--- src/rtl/bgd_mul_pipe_fx.sv ---
// bgd_mul_pipe_fx
// Pipelined signed fixed-point multiplier for the BGD/sigmoid datapath.
//
// - The exact full-width product is formed in stage 2.
// - Stages 3..NUM_STAGE-1 are pure delay.
// - The last stage rounds (half up), shifts right by FRAC_SHIFT,
//   fits the value to P_WIDTH bits and flags overflow.
// - `ce` low freezes every pipeline register, including the valid chain.
// - clr_ovf acts on ovf_sticky regardless of ce.
//
// Build option:
//   BGD_MUL_SAT_EN  defined   -> out-of-range results saturate to the P_WIDTH limits.
//                   undefined -> out-of-range results wrap (two's complement).
//
// With default parameters and BGD_MUL_SAT_EN undefined, dout values and
// latency match the legacy 13x13->13 four-stage multiplier.
//
// Handshake: a sample is taken when in_valid=1 at a rising clk edge with
// ce=1. It is presented as out_valid=1 after NUM_STAGE enabled edges.
// There is no backpressure: the consumer must accept every out_valid=1
// cycle, and it stalls the whole pipe only through ce.
module bgd_mul_pipe_fx #(
    parameter int A_WIDTH    = 13,
    parameter int B_WIDTH    = 13,
    parameter int P_WIDTH    = 13,
    parameter int FRAC_SHIFT = 0,
    parameter int NUM_STAGE  = 4
) (
    input  logic               clk,
    input  logic               reset,
    input  logic               ce,
    input  logic               in_valid,
    input  logic [A_WIDTH-1:0] din0,
    input  logic [B_WIDTH-1:0] din1,
    input  logic               clr_ovf,
    output logic               out_valid,
    output logic [P_WIDTH-1:0] dout,
    output logic               ovf,
    output logic               ovf_sticky
);

    // Full product width.
    localparam int PROD_W  = A_WIDTH + B_WIDTH;
    // Registers holding the product: stage 2 up to and including stage NUM_STAGE-1.
    localparam int DLY     = NUM_STAGE - 2;
    // Position of the rounding half-LSB (only meaningful when FRAC_SHIFT > 0).
    localparam int RND_POS = (FRAC_SHIFT > 0) ? FRAC_SHIFT - 1 : 0;
    // Rounding constant 2^(FRAC_SHIFT-1), or zero when there is no shift.
    localparam logic [PROD_W:0] RND_K =
        (FRAC_SHIFT > 0) ? ((PROD_W + 1)'(1) << RND_POS) : '0;
    // Width of the bits that must all equal the sign bit for r to fit.
    localparam int HI_W    = PROD_W - P_WIDTH + 2;

`ifdef BGD_MUL_SAT_EN
    localparam logic [P_WIDTH-1:0] P_MAX = {1'b0, {(P_WIDTH-1){1'b1}}};
    localparam logic [P_WIDTH-1:0] P_MIN = {1'b1, {(P_WIDTH-1){1'b0}}};
`endif

    // ------------------------------------------------------------------
    // Stage 1: operand and valid capture
    // ------------------------------------------------------------------
    logic [A_WIDTH-1:0] a_s1_q, a_s1_d;
    logic [B_WIDTH-1:0] b_s1_q, b_s1_d;
    logic               v_s1_q, v_s1_d;

    // Next-state for the input capture registers.
    always_comb begin
        a_s1_d = din0;
        b_s1_d = din1;
        v_s1_d = in_valid;
    end

    // Input capture registers, held while ce is low.
    always_ff @(posedge clk or negedge reset) begin
        if (!reset) begin
            a_s1_q <= '0;
            b_s1_q <= '0;
            v_s1_q <= 1'b0;
        end else if (ce) begin
            a_s1_q <= a_s1_d;
            b_s1_q <= b_s1_d;
            v_s1_q <= v_s1_d;
        end
    end

    // ------------------------------------------------------------------
    // Stage 2 (product) and stages 3..NUM_STAGE-1 (delay)
    // Element 0 is the freshly formed product; the last element feeds
    // the output stage.
    // ------------------------------------------------------------------
    logic [DLY-1:0][PROD_W-1:0] prod_q, prod_d;
    logic [DLY-1:0]             pv_q, pv_d;

    // Exact signed product into element 0; the remaining elements shift along.
    always_comb begin
        prod_d[0] = PROD_W'($signed(a_s1_q)) * PROD_W'($signed(b_s1_q));
        pv_d[0]   = v_s1_q;
        for (int i = 1; i < DLY; i++) begin
            prod_d[i] = prod_q[i-1];
            pv_d[i]   = pv_q[i-1];
        end
    end

    // Product and delay registers, held while ce is low.
    always_ff @(posedge clk or negedge reset) begin
        if (!reset) begin
            prod_q <= '0;
            pv_q   <= '0;
        end else if (ce) begin
            prod_q <= prod_d;
            pv_q   <= pv_d;
        end
    end

    // ------------------------------------------------------------------
    // Output stage: round, shift, fit, overflow
    // ------------------------------------------------------------------
    logic signed [PROD_W:0] ext_prod;
    logic signed [PROD_W:0] rnd_sum;
    logic signed [PROD_W:0] res_r;
    logic [HI_W-1:0]        res_hi;
    logic                   res_fits;
    logic [P_WIDTH-1:0]     dout_q, dout_d;
    logic                   out_valid_q, out_valid_d;
    logic                   ovf_q, ovf_d;

    // Rounding is done one bit wider than the product so the half-LSB add cannot wrap.
    always_comb begin
        ext_prod = {prod_q[DLY-1][PROD_W-1], prod_q[DLY-1]};
        rnd_sum  = ext_prod + $signed(RND_K);
        res_r    = rnd_sum >>> FRAC_SHIFT;
        // r fits when every bit from P_WIDTH-1 upward equals the sign bit.
        res_hi   = res_r[PROD_W:P_WIDTH-1];
        res_fits = (&res_hi) | ~(|res_hi);

        out_valid_d = pv_q[DLY-1];
        // Overflow is only reported for slots that carry a real sample.
        ovf_d       = pv_q[DLY-1] & ~res_fits;
`ifdef BGD_MUL_SAT_EN
        if (res_fits) begin
            dout_d = res_r[P_WIDTH-1:0];
        end else if (res_r[PROD_W]) begin
            dout_d = P_MIN;
        end else begin
            dout_d = P_MAX;
        end
`else
        dout_d = res_r[P_WIDTH-1:0];
`endif
    end

    // Output registers, held while ce is low.
    always_ff @(posedge clk or negedge reset) begin
        if (!reset) begin
            dout_q      <= '0;
            out_valid_q <= 1'b0;
            ovf_q       <= 1'b0;
        end else if (ce) begin
            dout_q      <= dout_d;
            out_valid_q <= out_valid_d;
            ovf_q       <= ovf_d;
        end
    end

    // ------------------------------------------------------------------
    // Sticky overflow
    // ------------------------------------------------------------------
    logic ovf_sticky_q, ovf_sticky_d;

    // Set when an overflowing result is consumed on an enabled edge.
    // Set beats a simultaneous clear; a clear alone works even while ce is low.
    always_comb begin
        ovf_sticky_d = (ce & out_valid_q & ovf_q) | (ovf_sticky_q & ~clr_ovf);
    end

    // Sticky overflow register; not gated by ce.
    always_ff @(posedge clk or negedge reset) begin
        if (!reset) begin
            ovf_sticky_q <= 1'b0;
        end else begin
            ovf_sticky_q <= ovf_sticky_d;
        end
    end

    assign out_valid  = out_valid_q;
    assign dout       = dout_q;
    assign ovf        = ovf_q;
    assign ovf_sticky = ovf_sticky_q;

endmodule

--- config.mk ---
export PLATFORM = sky130hd
export DESIGN_NAME = bgd_mul_pipe_fx
export DESIGN_NICKNAME = d
export VERILOG_FILES = /design/src/rtl/bgd_mul_pipe_fx.sv
export SDC_FILE = /design/constraint.sdc
export NUM_CORES = 1
export LEC_CHECK = 0
export CAP_MARGIN = 5
export CORE_ASPECT_RATIO = 0.5
export CORE_MARGIN = 4
export CORE_UTILIZATION = 60
export CTS_BUF_LIST = sky130_fd_sc_hd__clkbuf_16
export DETAILED_ROUTE_END_ITERATION = 10
export PLACE_DENSITY = 0.89
export SYNTH_ARGS = -nofsm -noshare
export SYNTH_HDL_FRONTEND = slang
export SYNTH_SLANG_ARGS = --single-unit
export TNS_END_PERCENT = 100
--- constraint.sdc ---
create_clock -name clk -period 6.7 [get_ports clk]
set_input_delay 1.675 -clock clk [delete_from_list [all_inputs] [get_ports clk]]
set_output_delay 1.675 -clock clk [all_outputs]
set_load 0.05 [all_outputs]
# [Word level (Yosys, flattened, before mapping)]
# Index checks and enable logic that the tools add are counted.
[classes] mul=1 bitwise=9 n_reduce_logical=2
[ops] operator="13-bit by 13-bit multiplier with 26-bit output" n=1
[ops] operator="14-bit AND reduction" n=1
[ops] operator="14-bit OR reduction" n=1
[ops] operator="1-bit bitwise AND" n=4
[ops] operator="1-bit NOT" n=3
[ops] operator="1-bit OR" n=2
[word_totals] register_bits=97 output_inout_bits=16

# [Longest topological paths before layout]
# Gate-level depths: netlist of the first run.
[depth] word_depth=5 depth_mapped=21 depth_no_buf=20

# [Least setup slack after synthesis of the first run]
# OpenSTA, ideal clock, no wires.
[synth_timing] path_type="register -> register" startpoint="register a_s1_q[12]" endpoint="register prod_q, in the netlist prod_d[50]" setup_time_ns=0.104 t_arrival_ns=5.500 t_required_ns=6.596 setup_slack_ns=1.096 stages_incl_launch_ff=21 synth_period_minus_slack_ns=5.604 cell_sequence="dfrtp_1 -> clkbuf_1 -> nand2_1 -> fa_1 -> inv_1 -> fa_1 -> inv_1 -> fa_1 -> inv_1 -> fa_1 -> inv_1 -> fa_1 -> inv_1 -> ha_1 -> ha_1 -> o21ai_0 -> nor2_1 -> a2111oi_1 -> a21oi_1 -> a211o_1 -> o311ai_1"
[synth_via] elab_chain_cells=1
[synth_rtl] item="start, declared" line="62" text="logic [A_WIDTH-1:0] a_s1_q, a_s1_d;"
[synth_rtl] item="start signal, assigned" line="80" text="a_s1_q <= a_s1_d;"
[synth_rtl] item="13-bit by 13-bit multiplier with 26-bit output" line="96" text="prod_d[0] = PROD_W'($signed(a_s1_q)) * PROD_W'($signed(b_s1_q));"
[synth_rtl] item="end signal, assigned" line="110" text="prod_q <= prod_d;"
[synth_rtl] item="end, declared" line="91" text="logic [DLY-1:0][PROD_W-1:0] prod_q, prod_d;"
# Every way passes these cells.
# A chain may end at the register's enable or synchronous reset.

# [Final worst setup path of the first run]
# Ends and elaborated chain as after synthesis.

==> results.toml, run 1 <==
[final_layout]
finalNonFillerCells = 1216
fillCellCount = 1083
areaGrowthSynthToFinish_pct = 9.19
final_cell_area_um2 = 11200
fin_util_pct = 67.6
antenna_cells = 0
nNetsFinal = 1244
drive_above_1_share_pct = 11.6

[sta]
worstMarginPinSlew_ns = 0.802
max_freq_mhz = 162
fin_setup_tns_ns = 0
finalSetupViolCount = 0
fin_worst_skew_ns = 0.0104
slew_headroom_pct = 46.5
hold_viol = 0
finalCritPeriodShare_pct = 92.3
rsz0062_at_grt = "false"
min_period_ns = 6.18
drv_slew = 0

[route]
drc = 0
num_vias = 6884
drt-wirelength-per-cell_um = 18.7
drt-initial-drc-count = 639
first_pass_iters = 7
vias_per_cell = 5.66
ant_nets = 0
wl_um = 22800

[die]
dieArea_um2 = 19400
start_util_pct = 61.9
die_w_um = 193
core_area_um2 = 16600
ioPinCount = 47
fp.dieH_um = 100
rows = 33

[clock_network]
post_cts_buffers = 0
root_buffer = "clkbuf_16"
cts_resized = 0
clk_path_buf_depth = 2
cts_tree = "built"
clock_sinks = 97
cts_hold_buffers = 0
cts_made_buffers = 9
htreeDepth = 3
clkTransAtPathRegs_ns = 0.08
clock_latency_ns = 0.35

[run_status]
status = "completed"

[place]
dpl_cell_area_um2 = 10900
hpwl_um = 17700
port_buffers = 46
gp_congestion = 0.951
dpl.cell_count = 1200

[synthesis]
syn_area_um2 = 10200
synth_edf_count = 0
ys_ff_latch = 97
synthArstFlopShare_pct = 100
synth_cells = 962
avgSynthCellArea_um2 = 10.6
synth_ff_type = "dfrtp_1"
ys_types = 58
yosysWarnings = 0
syn-num-nets = 1222
ys_seq_area_share_pct = 23.7

[grt]
grt_max_degree = 72
grt_use_total_pct = 25.3
grt_pass1_wl_um = 38400
grt_pass1_vias = 7545
use_met2_pct = 40.5
use_met1_pct = 35.7
busiest_layer = "met2"
gr-usage-met3_pct = 6.18
antenna_found_initial = 0
overflow = 0

[setup_path]
rrSetupSlack_ns = 0.52
path_class = "reg -> reg"
reg2reg_from = "a_s1_q[12]$_DFFE_PN0P_"
crit_fanout = 14
timing.rr.end = "prod_d[50]$_DFFE_PN0P_"
critPathRequiredTime_ns = 6.95
critPathLaunchType = "flop"
crit_arrival_ns = 6.43
worstRegToRegCells = 18
endpoint_kind = "flop"

[hold_path]
hp-class = "reg -> reg"
hold_end = "prod_d[32]$_DFFE_PN0P_"
min_from = "prod_d[32]$_DFFE_PN0P_"
hold_path_depth = 2

[run]
drv_cap = 0
## cell families after synthesis
family,after synthesis,synth area share (%)
adder cells (fa/ha/maj),229,39.8
flip-flops,97,23.7
XOR/XNOR,17,1.66
AND/OR/NAND/NOR,236,11.8
AO/OA/AOI/OAI,78,5.69
buffers and inverters,224,8.35
multiplexers,81,8.90
## critical path, stage by stage (launching register included)
cell and delay, ns:
dfrtp_1 0.63, and2_1 0.25, inv_1 0.08, fa_1 0.56, inv_1 0.09, fa_1 0.65
inv_1 0.20, fa_1 0.52, inv_1 0.06, fa_1 0.55, fa_1 0.42, ha_1 0.30
ha_1 0.36, a211oi_1 0.26, nor2_1 0.08, a2111oi_1 0.46, a21oi_1 0.21, a211o_1 0.30
o311ai_1 0.09
## metrics by stage
stage | setup slack, ns | hold slack [ns]
after floorplan | 1.10 | 0.441
after global placement | 0.856 | 0.470
after detailed placement | 0.631 | 0.477
after CTS | 0.555 | 0.500
after global routing | 0.0540 | 0.513
final | 0.518 | 0.498
## cell usage after synthesis (2+ instances only)
cell type  instances  area [um2]
a21oi_1           16        80.1
o21a_1             6        45.0
o211ai_1           4        30.0
o311ai_1           2        17.5
mux2_2            81         912
a21o_1             5        37.5
and2_1            76         475
ha_1              67         838
a31oi_1            2        12.5
nand2_1          102         383
o21ai_0           10        50.1
o31a_1             2        17.5
nand2b_1           3        18.8
o32ai_1            2        17.5
o41ai_1            2        17.5
dfrtp_1           97        2430
xnor2_1           11        96.3
buf_6              2        22.5
inv_1            185         694
nor2b_1           12        75.1
fa_1             162        3240
or3_1              3        18.8
o31ai_1            2        15.0
clkbuf_1          37         139
a211o_1            2        17.5
xor2_1             4        35.0
or4b_1             2        20.0
nand4_1            3        18.8
nand3_1            4        20.0
a211oi_1           5        37.5
nor4_1             5        31.3
a2111o_1           2        22.5
a211oi_2           2        25.0
nor3_1             5        25.0
nor2_1            12        45.0
o21bai_1           3        22.5
## cell usage in the layout (no fill, tap or decap), types with 6 or more instances in the layout
master	n
inv_1	185
fa_1	162
nand2_1	102
dfrtp_1	97
mux2_2	81
and2_1	76
ha_1	67
clkdlybuf4s50_1	44
a21oi_1	16
nor2b_1	12
nor2_1	12
xnor2_1	11
o21ai_0	10
clkbuf_16	9
o21a_1	6
buf_4	6
## layer usage
| layer | vias up | wire [um] | part of all wire [%] |
|---|---|---|---|
| li1 | 3056 | - | - |
| met1 | 3491 | 9900 | 43 |
| met2 | 291 | 10600 | 46 |
| met3 | 46 | 1870 | 8.2 |
| met4 | 0 | 424 | 1.9 |
| met5 | - | 0 | 0 |
## how the worst max path moves through the flow
stage	from	to	slack, ns	cells past startpoint
after floorplan	a_s1_q[12]$_DFFE_PN0P_	prod_d[50]$_DFFE_PN0P_	1.10	20
after global placement	a_s1_q[12]$_DFFE_PN0P_	prod_d[50]$_DFFE_PN0P_	0.86	20
after detailed placement	a_s1_q[12]$_DFFE_PN0P_	prod_d[50]$_DFFE_PN0P_	0.63	20
after CTS	a_s1_q[12]$_DFFE_PN0P_	prod_d[50]$_DFFE_PN0P_	0.55	20
after global routing	a_s1_q[12]$_DFFE_PN0P_	prod_d[50]$_DFFE_PN0P_	0.05	20
final	a_s1_q[12]$_DFFE_PN0P_	prod_d[50]$_DFFE_PN0P_	0.52	18
## registers in the layout, summed over array words and instances, names as in the netlist
name / flops
a_s1_q: 13
pv_q: 2
ext_prod: 26
prod_d: 26
v_s1_q: 1
ovf_sticky: 1
dout: 13
out_valid: 1
b_s1_q: 13
ovf: 1
## area by class of cell
cell class	instances	area (um2)	share of cell area, %
inverters	185	694	6.21
repair buffers	50	485	4.34
clock inverters	7	108	0.962
multi-input cells	641	6960	62.2
well taps	227	284	2.54
clock buffers	9	225	2.01
flip-flops and latches	97	2430	21.7
Power of run 1 is not shown: default switching activity piles up to over one toggle a cycle in this logic, so the estimate is an artifact.
==> run 2: changes to the inputs <==
SETUP_SLACK_MARGIN = 0.02   (was default)
SKIP_LAST_GASP = 1   (was default)
==> results of run 2 <==
No change in the layout: final DEF, timing and power equal those of run 1.
Power of run 2 is left out for the same reason.
